File: src/rtl/simd_sequencer_pkg.sv
// Shared definitions for the SIMD program sequencer and its neighbours.
//   OPCODE_WIDTH / OP_SEL_WIDTH : instruction field widths shared with the decoder
//   OP_*                        : opcode encodings (opcode sits in the instruction MSBs)
//   seq_state_t                 : sequencer state encoding
package simd_sequencer_pkg;

   localparam int OPCODE_WIDTH = 3;
   localparam int OP_SEL_WIDTH = 2;

   localparam logic [OPCODE_WIDTH-1:0] OP_ADD     = 3'b000;
   localparam logic [OPCODE_WIDTH-1:0] OP_SUB     = 3'b001;
   localparam logic [OPCODE_WIDTH-1:0] OP_MUL     = 3'b010;
   localparam logic [OPCODE_WIDTH-1:0] OP_DOT_SH  = 3'b011;
   localparam logic [OPCODE_WIDTH-1:0] OP_DOT_ACC = 3'b100;
   localparam logic [OPCODE_WIDTH-1:0] OP_PASS    = 3'b101;
   localparam logic [OPCODE_WIDTH-1:0] OP_HALT    = 3'b110;

   typedef enum logic [2:0] {
      IDLE  = 3'd0,
      FETCH = 3'd1,
      WAIT  = 3'd2,
      EXEC  = 3'd3,
      WB    = 3'd4,
      FIN   = 3'd5
   } seq_state_t;

   function automatic logic is_halt(input logic [OPCODE_WIDTH-1:0] op);
      return op == OP_HALT;
   endfunction

endpackage

File: src/rtl/simd_sequencer.sv
// Start/done controlled fetch-execute sequencer for the SIMD datapath.
// Fetches prog_len instructions from prog_base onward, latches each into ir
// for the decoder and strobes the operand-read and write-back phases.
//
// Ports:
//   clk, rst            : clock, synchronous active-high reset
//   start, abort        : single-cycle control pulses from the host
//   prog_base, prog_len : program window, sampled on an accepted start
//   ins_addr, ins_en    : instruction memory address (pc) and read enable
//   instruction         : instruction memory read data (RD_LAT cycles after ins_en)
//   ir                  : latched instruction feeding the decoder
//   exec_phase          : operand-read cycle, ir valid
//   wb_phase            : write-back cycle, ANDed with decoder write_en upstream
//   busy, done          : program in progress / one-cycle completion pulse
//   instr_count         : instructions retired in the current or last program
//
// state | meaning
// IDLE  | waiting for start
// FETCH | ins_en high, address = pc
// WAIT  | memory latency; capture ir when the counter has expired
// EXEC  | operand read; HALT ends the program here
// WB    | write-back; retire, then next fetch or finish
// FIN   | done pulse, back to IDLE
module simd_sequencer #(
   parameter int INS_ADDR_WIDTH = 10,
   parameter int ADDR_WIDTH     = 10,
   parameter int OPCODE_WIDTH   = 3,
   parameter int RD_LAT         = 1
) (
   input  logic                                clk,
   input  logic                                rst,
   input  logic                                start,
   input  logic                                abort,
   input  logic [INS_ADDR_WIDTH-1:0]           prog_base,
   input  logic [INS_ADDR_WIDTH:0]             prog_len,
   output logic [INS_ADDR_WIDTH-1:0]           ins_addr,
   output logic                                ins_en,
   input  logic [OPCODE_WIDTH+3*ADDR_WIDTH-1:0] instruction,
   output logic [OPCODE_WIDTH+3*ADDR_WIDTH-1:0] ir,
   output logic                                exec_phase,
   output logic                                wb_phase,
   output logic                                busy,
   output logic                                done,
   output logic [INS_ADDR_WIDTH:0]             instr_count
);

   import simd_sequencer_pkg::*;

   localparam int IW = OPCODE_WIDTH + 3*ADDR_WIDTH;
   localparam int CW = INS_ADDR_WIDTH + 1;

   seq_state_t                 state;
   logic [INS_ADDR_WIDTH-1:0]  pc;
   logic [CW-1:0]              len_q;
   logic [1:0]                 wait_cnt;
   logic                       exec_q;
   logic                       wb_q;
   logic [OPCODE_WIDTH-1:0]    ir_op;

   assign ir_op    = ir[IW-1 -: OPCODE_WIDTH];
   assign ins_addr = pc;

   // An abort kills the strobe in the very cycle it arrives, so a write-back
   // already underway never reaches the datapath.
   assign exec_phase = exec_q & ~abort;
   assign wb_phase   = wb_q & ~abort;

   always_ff @(posedge clk) begin
      if (rst) begin
         state       <= IDLE;
         pc          <= '0;
         len_q       <= '0;
         wait_cnt    <= '0;
         ir          <= '0;
         instr_count <= '0;
         ins_en      <= 1'b0;
         exec_q      <= 1'b0;
         wb_q        <= 1'b0;
         busy        <= 1'b0;
         done        <= 1'b0;
      end else begin
         ins_en <= 1'b0;
         exec_q <= 1'b0;
         wb_q   <= 1'b0;
         done   <= 1'b0;
         if (abort && busy) begin
            state <= IDLE;
            busy  <= 1'b0;
         end else begin
            case (state)
               IDLE: begin
                  if (start) begin
                     instr_count <= '0;
                     if (prog_len != '0) begin
                        len_q  <= prog_len;
                        pc     <= prog_base;
                        state  <= FETCH;
                        ins_en <= 1'b1;
                        busy   <= 1'b1;
                     end else begin
                        state <= FIN;
                        done  <= 1'b1;
                     end
                  end
               end
               FETCH: begin
                  state    <= WAIT;
                  wait_cnt <= 2'(RD_LAT - 1);
               end
               WAIT: begin
                  if (wait_cnt == 2'd0) begin
                     ir     <= instruction;
                     state  <= EXEC;
                     exec_q <= 1'b1;
                  end else begin
                     wait_cnt <= wait_cnt - 2'd1;
                  end
               end
               EXEC: begin
                  // HALT is not retired and skips write-back.
                  if (is_halt(ir_op)) begin
                     state <= FIN;
                     busy  <= 1'b0;
                     done  <= 1'b1;
                  end else begin
                     state <= WB;
                     wb_q  <= 1'b1;
                  end
               end
               WB: begin
                  instr_count <= instr_count + CW'(1);
                  if (instr_count + CW'(1) == len_q) begin
                     state <= FIN;
                     busy  <= 1'b0;
                     done  <= 1'b1;
                  end else begin
                     pc     <= pc + INS_ADDR_WIDTH'(1);
                     state  <= FETCH;
                     ins_en <= 1'b1;
                  end
               end
               FIN: begin
                  state <= IDLE;
               end
               default: begin
                  state <= IDLE;
                  busy  <= 1'b0;
               end
            endcase
         end
      end
   end

endmodule

File: config.mk
export PLATFORM = sky130hd
export DESIGN_NAME = simd_sequencer
export DESIGN_NICKNAME = d
export VERILOG_FILES = /design/src/rtl/simd_sequencer_pkg.sv /design/src/rtl/simd_sequencer.sv
export SDC_FILE = /design/constraint.sdc
export NUM_CORES = 1
export LEC_CHECK = 0
export BUFFER_PORTS_ARGS = -buffer_cell sky130_fd_sc_hd__buf_2
export CORE_AREA = 2 2 93 95
export CTS_CLUSTER_DIAMETER = 100
export DETAILED_ROUTE_END_ITERATION = 10
export DIE_AREA = 0 0 95 97
export GPL_TIMING_DRIVEN = 0
export PLACE_DENSITY = 0.8
export SLEW_MARGIN = 15
export SYNTH_ARGS = -nofsm -noshare
export SYNTH_HDL_FRONTEND = slang
export SYNTH_SLANG_ARGS = --single-unit
File: constraint.sdc
create_clock -name clk -period 2.8 [get_ports clk]
set_input_delay 0.28 -clock clk [delete_from_list [all_inputs] [get_ports clk]]
set_output_delay 0.28 -clock clk [all_outputs]
set_load 0.005 [all_outputs]
==> out/qor.yml, run 1 <==
logic_synthesis:
  synthTopCellsByArea: "dfxtp_1 (42%), a21oi_1 (9.4%), nand2_1 (9.4%), nor2_1 (3.8%), mux2i_1 (3.4%)"
  synth_top_cell_area_share_pct: 42.09
  synth.avg_cell_area_um2: 7.688
  async_flop_share_pct: 0
  synth_cell_types: 52
  yosysWarnings: 0
  yosysSeqAreaShare_pct: 42.09
  ys_seq_elements: 75
  syn_area_mm2: 0.003567
  yosys.area.top_type: "dfxtp_1"
  yosysMostFrequentCell: "nand2_1"
  synth_edf_count: 0
  syn-num-nets: 525
  yosys-top-cells-count: "nand2_1 (89), dfxtp_1 (75), a21oi_1 (67)"
  synth_flop_cell: "dfxtp_1"
  syn_inst: 464
cts:
  cts_buffers: 9
  worstSkewPairLatency_ps: 350
  cts.sinks: 75
  cts_max_path_buffers: 2
  clkTransAtPathRegs_ps: 90
  cts_tree: "yes"
  cts_hold_buffers: 0
  htreeDepth: 3
  ctsRootBufferMaster: "clkbuf_8"
  post_cts_buffers: 0
grt:
  grt-ovfl-total: 0
  grt_usage_pct: 20.76
  grt_pass1_vias: 3422
  grt_max_degree: 14
  antenna_found_initial: 0
  grt_pass1_wl_mm: 15.53
setup_path:
  cp-start-kind: "flip-flop"
  crit_chain: "ha_4, nand4_2, or3_1, a32oi_1, a21oi_1, or4_4, buf_6, a31o_1, o22ai_1"
  path_class: "flip-flop to flip-flop"
  cp_max_fo: 10
  slowest_delay_ps: 600
  required_ps: 3070
  cp.arrival_ps: 2980
  cp_slowest_cell: "or4_4"
  cp-end-kind: "flip-flop"
floorplan:
  die_w_um: 95
  die-area_mm2: 0.009215
  die_h_um: 97
  row_count: 33
  fp.coreArea_mm2: 0.008134
  start_util_pct: 43.85
  ioPinCount: 117
power_and_ir_drop:
  irDropWorstVdd_mv: 0.3324
  seq_power_share_pct: 46.6
  p_leak_uw: 0.001877
  switching_share_pct: 28.70
  pwr-share-clk_pct: 34.9
  p_per_area_mw_per_mm2: 577.0
  share_comb_of_total_power_pct: 18.5
  p_switching_uw: 747.7
  internal_power_uw: 1858
timing:
  fin_crit_ps: 2713
  tightest_slew_ps: 697.5
  timing_hold_violations_final: 0
  slew_headroom_pct: 53.50
  fin_crit_sh_pct: 96.89
  finClkSkew_ps: 14.25
  maxSlewViolCount: 0
  postLayoutSetupSlackWorst_ps: 87.09
  setup_viol: 0
  rsz0062_at_grt: "no"
  clock.fmax_ghz: 0.3686
drt:
  dr_total_vias: 3735
  via_per_inst: 5.343
  wl_per_cell_um: 13.81
  ant_nets: 0
  drtPass1Iterations: 5
  drt_iter0_drc: 187
  finalWirelength_mm: 9.652
  route.detailed.drc: 0
placement:
  place_congestion: 0.8654
  hpwl_mm: 7.323
  portBuffers: 115
  post-place-ws_ps: -90.12
cells_and_area:
  area.growth.synth_to_final_pct: 26.59
  final_util_pct: 55.51
  drive_above_1_share_pct: 25.42
  finish.net_count: 651
  diodes: 0
run:
  cap_violations: 0
worst_hold_path:
  hold_path.class: "input pin to flip-flop"
run_status:
  status: "finished clean"
critical path, delay by kind of cell (launching register included):
kind / cells / cell delay, ps
DFF: 1 / 440
buffers and inverters: 1 / 170
AOI/OAI and AO/OA: 4 / 700
adders and majority gates: 1 / 210
and+or+nand+nor: 3 / 1140
layer usage:
metal	track usage [%]	vias up	part of all wire, %
li1	-	1864	-
met1	26.08	1730	43
met2	34.37	131	49
met3	5.374	10	7.0
met4	6.689	0	1.2
met5	0	-	0
repair_timing:
item,CTS,global route
endpoints found under the hold margin,0,0
pin swaps,0,0
resized for setup,1,5
gates cloned,0,0
setup endpoints to repair,3,14
worst paths after layout:
kind                                from  depth (start not counted)                        to  slack, ps
max          instr_count[1]$_SDFFE_PP0P_                          9  ins_addr[7]$_SDFFE_PP0P_         90
min reg2reg          ir[25]$_SDFFE_PP0P_                          2       ir[25]$_SDFFE_PP0P_        450
min                      instruction[13]                          3       ir[13]$_SDFFE_PP0P_        160
max reg2reg  instr_count[1]$_SDFFE_PP0P_                          9  ins_addr[7]$_SDFFE_PP0P_         90
flip-flops by register name (all words and copies together), names as in the netlist:
| name | flops |
|---|---|
| ir | 33 |
| instr_count | 11 |
| len_q | 11 |
| ins_addr | 10 |
| state | 3 |
| wait_cnt | 2 |
| busy | 1 |
| done | 1 |
| exec_q | 1 |
| ins_en | 1 |
| wb_q | 1 |
power by group through the flow:
stage                     registers [uW]  clock network, uW  logic [uW]
after global placement              1240                  0         464
after CTS                           1210                925         485
after detailed placement            1240                  0         482
final                               1210                908         483
after global routing                1230                973         540
after floorplan                     1240                  0         296
cells in the final DEF (no fill, tap or decap), types with 12 or more instances in the layout:
cell type and count:
a21oi_1 67, buf_2 117, clkbuf_1 28, dfxtp_1 74, mux2i_1 12, nand2_1 89, nand3_1 17, nor2_1 35
o21ai_0 19
kinds of logic (layout without fill, tap and decap cells):
| group | Yosys count | in the layout | synth area share, % |
|---|---|---|---|
| and+or+nand+nor | 202 | 202 | 26.62 |
| AOI/OAI and AO/OA | 118 | 118 | 19.08 |
| DFF | 75 | 75 | 42.09 |
| buffers and inverters | 41 | 171 | 4.595 |
| xor gates and xnor gates | 13 | 13 | 3.192 |
| muxes | 12 | 12 | 3.367 |
| adders and majority gates | 3 | 3 | 1.052 |
layout make-up:
class	count	area, um2
fillers	784	3618
multi-input cells	348	1928
flip-flops and latches	75	1503
repair buffers	115	575.6
well taps	105	131.4
plain buffers	32	130.1
clock buffers	9	123.9
clock inverters	6	90.09
inverters	9	33.78
through the flow:
stage                     instance area (um2)  total power [uW]  setup TNS, ps  hold WS, ps  std cells
after floorplan                          3567              1532              0        416.0        464
after global placement                   4274              1699              0        438.0        684
after detailed placement                 4274              1721         -221.3        443.2        684
after global routing                     4516              2742              0        149.0        699
final                                    4516              2606              0        158.7        699
after CTS                                4494              2624              0        153.7        699
(Power assumes the default switching activity.)
==> inputs of run 2 (changes only) <==
==> constraint.sdc (replaced) <==
create_clock -name clk -period 2.7 [get_ports clk]
set_input_delay 0.27 -clock clk [delete_from_list [all_inputs] [get_ports clk]]
set_output_delay 0.27 -clock clk [all_outputs]
set_load 0.005 [all_outputs]
==> run 2 against run 1 <==
- sequential share of layout area up 0.074 points
- largest power group unchanged
- cell count unchanged
- final area up 0.11%
- critical path type unchanged
- largest cell class unchanged
- global-route usage about the same
==> out/qor.yml, run 2 (synthesis results as in run 1) <==
timing:
  tightest_slew_ps: 704.1  # +6.552 ps
  fin_crit_ps: 2627  # -85.73 ps
  timing_hold_violations_final: 0  # unchanged
  setup_tns_ps: 0  # unchanged
  finClkSkew_ps: 12.81  # -1.435 ps
  setup_viol: 0  # unchanged
  maxSlewViolCount: 0  # unchanged
  postLayoutSetupSlackWorst_ps: 72.82  # -14.27 ps
  clock.fmax_ghz: 0.3806  # +3.3%
  slew_headroom_pct: 53.06  # -0.44 points
  fin_crit_sh_pct: 97.30  # +0.41 points
run:
  cap_violations: 0  # unchanged
cells_and_area:
  final_util_pct: 55.58  # +0.062 points
  fill_cells: 781  # -0.38%
  multiInputGateArea_mm2: 0.001928  # unchanged
  largest_register_ffs: 33  # unchanged
  final_common_cell: "buf_2"
  largest_register: "ir"
  drive_above_1_share_pct: 25.76  # +0.34 points
  finish.net_count: 651  # unchanged
  regArea_mm2: 0.001508  # +0.33%
  diodes: 0  # unchanged
  design_area_mm2: 0.004521  # +0.11%
  area.growth.synth_to_final_pct: 26.73
  reg_top3: "ir x33, instr_count x11, len_q x11"
  layout_common_cells: "buf_2 (117), nand2_1 (89), dfxtp_1 (72)"
grt:
  grt_max_degree: 14  # unchanged
  antenna_found_initial: 0  # unchanged
  grt_pass1_wl_mm: 15.50  # -0.17%
  grt_usage_pct: 20.73  # -0.032 points
  grt_pass1_vias: 3413  # -0.26%
  grt-ovfl-total: 0  # unchanged
setup_path:
  cp-startpoint: "instr_count[0]$_SDFFE_PP0P_"
  cp-end-kind: "flip-flop"
  crit_buf_inv: 1  # unchanged
  cp-start-kind: "flip-flop"
  crit_chain: "ha_4, nand4_2, or3_1, a32oi_1, a21oi_1, or4_4, buf_6, a31o_1, o22ai_1"
  cp_max_fo: 10  # unchanged
  required_ps: 2970  # -100 ps
  cp_slowest_cell: "or4_4"
  cp_top_family: "simple AND/OR/NAND/NOR gates"
  slowest_delay_ps: 600  # about the same
  path_class: "flip-flop to flip-flop"
  timing.rr.start: "instr_count[0]$_SDFFE_PP0P_"
  cp.arrival_ps: 2900  # -80 ps
cts:
  post_cts_buffers: 0  # unchanged
  cts_tree: "yes"
  cts_hold_buffers: 0  # unchanged
  cts_max_path_buffers: 2  # unchanged
  htreeDepth: 3  # unchanged
  worstSkewPairLatency_ps: 350  # about the same
  cts.sinks: 75  # unchanged
  clkTransAtPathRegs_ps: 90  # about the same
  cts_buffers: 9  # unchanged
  ctsRootBufferMaster: "clkbuf_8"
drt:
  ant_nets: 0  # unchanged
  drtPass1Iterations: 4  # -1
  drt_iter0_drc: 175  # -6.4%
  route.detailed.drc: 0  # unchanged
  via_per_inst: 5.316  # -0.51%
  wl_per_cell_um: 13.91  # +0.73%
  dr_total_vias: 3716  # -0.51%
  finalWirelength_mm: 9.722  # +0.73%
power_and_ir_drop:
  p_per_area_mw_per_mm2: 599.3  # +3.9%
  pwr-share-clk_pct: 35.0  # about the same
  irDropWorstVdd_mv: 0.3446  # +3.7%
  seq_power_share_pct: 46.5  # about the same
  finalPower_uw: 2709  # +4.0%
  p_switching_uw: 783.1  # +4.7%
  internal_power_uw: 1926  # +3.7%
  switching_share_pct: 28.91  # +0.21 points
  share_comb_of_total_power_pct: 18.6  # about the same
  p_leak_uw: 0.001879  # about the same
worst_hold_path:
  hp-start: "instruction[13]"
  hold_path.class: "input pin to flip-flop"
placement:
  post-place-ws_ps: -190.1  # -100.0 ps
  place_congestion: 0.8654  # unchanged
  portBuffers: 115  # unchanged
  hpwl_mm: 7.323  # unchanged
  placed_cell_area_mm2: 0.004274  # unchanged
floorplan:
  die-area_mm2: 0.009215  # unchanged
  fp.coreArea_mm2: 0.008134  # unchanged
  row_count: 33  # unchanged
  ioPinCount: 117  # unchanged
  start_util_pct: 43.85  # unchanged
  die_w_um: 95  # unchanged
  die_h_um: 97  # unchanged
run_status:
  status: "finished clean"
run 2: cell counts in the layout (fill, tap and decap cells not counted):
No cell type changed its count.
run 2: layout make-up:
cell class / instances / area share [%]
multi-input combinational: 348 / 42.65
inverter: 9 / 0.7473
timing repair buffer: 115 / 12.73
clock buffer: 9 / 2.740
sequential: 75 / 33.35
clock inverter: 6 / 1.993
buffer: 32 / 2.878
tap: 105 / 2.906
run 2: per-stage QoR:
stage / std cells / hold WS (ps)
after floorplan: 464 / 406.0
after global placement: 684 / 438.0
after detailed placement: 684 / 443.2
after CTS: 699 / 143.7
after global routing: 699 / 139.0
final: 699 / 147.4
run 2: worst register-to-register path: cells and delay by family, from the launching register on:
kind                       cells  cell delay (ps)
buffers and inverters          1              170
adders and majority gates      1              180
and+or+nand+nor                3             1130
DFF                            1              400
AOI/OAI and AO/OA              4              690
run 2: routing by layer:
layer / vias to the layer above / track usage (%) / share of wire, %
met5: - / 0 / 0
met4: 0 / 6.689 / 1.8
met3: 13 / 5.374 / 5.3
met2: 110 / 34.26 / 48
met1: 1727 / 26.08 / 45
li1: 1866 / - / -
run 2: power groups by stage:
stage | combinational (uW) | clock (uW) | sequential, uW
global placement | 481 | 0 | 1280
CTS | 503 | 959 | 1260
floorplan | 307 | 0 | 1280
detailed placement | 500 | 0 | 1280
finish | 503 | 947 | 1260
global route | 561 | 1010 | 1270
run 2: what timing repair did:
action                     CTS  global route
gates cloned                 0             0
resized for setup            3             7
setup endpoints to repair    9            11
pin swaps                    0             0
run 2: worst paths after layout:
check | endpoint | cells past startpoint | slack (ps)
max reg2reg | ins_addr[7]$_SDFFE_PP0P_ | 9 | 70
min | ir[13]$_SDFFE_PP0P_ | 3 | 150
min reg2reg | ir[25]$_SDFFE_PP0P_ | 2 | 450
max | ins_addr[7]$_SDFFE_PP0P_ | 9 | 70
==> inputs of run 3 (changes only) <==
--- a/config.mk
+++ b/config.mk
@@ -11,7 +11,7 @@
 export DETAILED_ROUTE_END_ITERATION = 10
 export DIE_AREA = 0 0 95 97
 export GPL_TIMING_DRIVEN = 0
-export PLACE_DENSITY = 0.8
+export PLACE_DENSITY = 0.7
 export SLEW_MARGIN = 15
 export SYNTH_ARGS = -nofsm -noshare
 export SYNTH_HDL_FRONTEND = slang
==> run 3 against run 2 <==
- combinational power is 1% lower
- sequential power hardly changed
- clock power is 3.3% higher
==> out/qor.yml, run 3 (synthesis results as in run 1) <==
drt:
  ant_nets: 0  # unchanged
  route.detailed.drc: 0  # unchanged
  dr_total_vias: 3718  # +0.054%
  drtPass1Iterations: 5  # +1
  drt_iter0_drc: 146  # -17%
  via_per_inst: 5.319  # about the same
  wl_per_cell_um: 13.92  # about the same
  finalWirelength_mm: 9.727  # about the same
floorplan:
  row_count: 33  # unchanged
  die_w_um: 95  # unchanged
  die-area_mm2: 0.009215  # unchanged
  fp.coreArea_mm2: 0.008134  # unchanged
  start_util_pct: 43.85  # unchanged
  ioPinCount: 117  # unchanged
  die_h_um: 97  # unchanged
setup_path:
  cp-startpoint: "instr_count[0]$_SDFFE_PP0P_"
  cp-start-kind: "flip-flop"
  required_ps: 2990  # +20 ps
  crit_buf_inv: 1  # unchanged
  cp.arrival_ps: 2850  # -50 ps
  cp_top_family: "simple AND/OR/NAND/NOR gates"
  timing.rr.start: "instr_count[0]$_SDFFE_PP0P_"
  slowest_delay_ps: 600  # about the same
  cp-end-kind: "flip-flop"
  cp_slowest_cell: "or4_4"
  crit_chain: "ha_4, nand4_2, or3_1, a32oi_1, a21oi_1, or4_4, buf_6, a31o_1, o21ai_1"
  path_class: "flip-flop to flip-flop"
  cp_max_fo: 10  # unchanged
power_and_ir_drop:
  p_per_area_mw_per_mm2: 605.1  # +0.98%
  p_leak_uw: 0.001877  # about the same
  irDropWorstVdd_mv: 0.2875  # -17%
  finalPower_uw: 2739  # +1.1%
placement:
  hpwl_mm: 7.275  # -0.66%
  place_congestion: 0.8342  # -3.6%
  portBuffers: 115  # unchanged
timing:
  tightest_slew_ps: 675.6  # -28.43 ps
  setup_tns_ps: 0  # unchanged
  timing_hold_violations_final: 0  # unchanged
  maxSlewViolCount: 0  # unchanged
  finClkSkew_ps: 10.93  # -1.887 ps
  clock.fmax_ghz: 0.3904  # +2.6%
  setup_viol: 0  # unchanged
  rsz0062_at_grt: "no"
  slew_headroom_pct: 54.96  # +1.9 points
  fin_crit_ps: 2561  # -65.70 ps
  fin_crit_sh_pct: 94.87  # -2.4 points
cts:
  cts_tree: "yes"
  clkTransAtPathRegs_ps: 80  # about the same
  cts.sinks: 75  # unchanged
  cts_hold_buffers: 0  # unchanged
  post_cts_buffers: 0  # unchanged
  cts_max_path_buffers: 2  # unchanged
  worstSkewPairLatency_ps: 350  # about the same
  htreeDepth: 3  # unchanged
  cts_buffers: 9  # unchanged
  ctsRootBufferMaster: "clkbuf_8"
cells_and_area:
  area.growth.synth_to_final_pct: 26.87
  final_util_pct: 55.64  # +0.062 points
  fill_cells: 805  # +3.1%
  drive_above_1_share_pct: 25.42  # -0.34 points
  reg_top3: "ir x33, instr_count x11, len_q x11"
  largest_register: "ir"
  largest_register_ffs: 33  # unchanged
  diodes: 0  # unchanged
  finish.net_count: 650  # -0.15%
  final_common_cell: "buf_2"
  layout_common_cells: "buf_2 (117), nand2_1 (89), dfxtp_1 (73)"
grt:
  grt-ovfl-total: 0  # unchanged
  antenna_found_initial: 0  # unchanged
  grt_max_degree: 14  # unchanged
  grt_pass1_vias: 3382  # -0.91%
  grt_usage_pct: 20.94  # +0.21 points
  grt_pass1_wl_mm: 15.64  # +0.84%
worst_hold_path:
  hold_path.class: "input pin to flip-flop"
  hp-start: "instruction[3]"
run_status:
  status: "finished clean"
run:
  cap_violations: 0  # unchanged
[run 3: changes by cell type in the layout (fill, tap and decap cells not counted), sizes merged]
cell,delta
clkbuf,+1
clkinv,-2
clkinvlp,+1
[run 3: report_power, final]
part / internal [uW] / total, uW / leakage [uW] / switching (uW)
registers: 1190 / 1260 / 0.000611 / 68.8
logic: 214 / 498 / 0.00116 / 284
clock network: 550 / 978 / 0.000106 / 429
total: 1960 / 2740 / 0.00188 / 781
[run 3: layout make-up]
class | count | area, um2 | share of cell area (%)
multi-input cells | 348 | 1927 | 42.58
flip-flops and latches | 75 | 1506 | 33.29
repair buffers | 115 | 575.6 | 12.72
clock buffers | 11 | 141.4 | 3.124
well taps | 105 | 131.4 | 2.903
plain buffers | 31 | 126.4 | 2.792
clock inverters | 5 | 83.83 | 1.852
inverters | 9 | 33.78 | 0.7465
[run 3: repair_timing]
item / CTS / global route
endpoints found under the setup margin: 9 / 13
pin swaps: 0 / 0
gates resized for setup: 3 / 6
[run 3: layer usage]
metal,up-vias,GRT usage (%),wire (um)
met3,9,5.452,688
li1,1861,-,-
met4,0,6.132,98
met2,135,33.33,4700
met5,-,0,0
met1,1713,27.75,4240
[run 3: final timing paths]
check	endpoint	slack, ps	cells past startpoint
max reg2reg	ins_addr[6]$_SDFFE_PP0P_	140	9
min	ir[3]$_SDFFE_PP0P_	150	3
min reg2reg	ir[6]$_SDFFE_PP0P_	460	2
max	ins_addr[6]$_SDFFE_PP0P_	140	9
[run 3: worst reg2reg max path, delay by kind of cell, from the launching register on]
family | cells | cell delay (ps)
AO/OA/AOI/OAI | 4 | 650
adder cells (fa/ha/maj) | 1 | 190
buffers and inverters | 1 | 170
flip-flops | 1 | 400
AND/OR/NAND/NOR | 3 | 1110
[run 3: metrics by stage]
stage	worst slack, ps	std cells	hold WS, ps	instance area (um2)
after floorplan	184.5	464	406.0	3567
after global placement	-92.63	684	438.7	4274
after detailed placement	-137.9	684	446.0	4274
after CTS	54.95	700	139.6	4509
after global routing	14.42	699	137.2	4526
final	138.5	699	150.8	4526
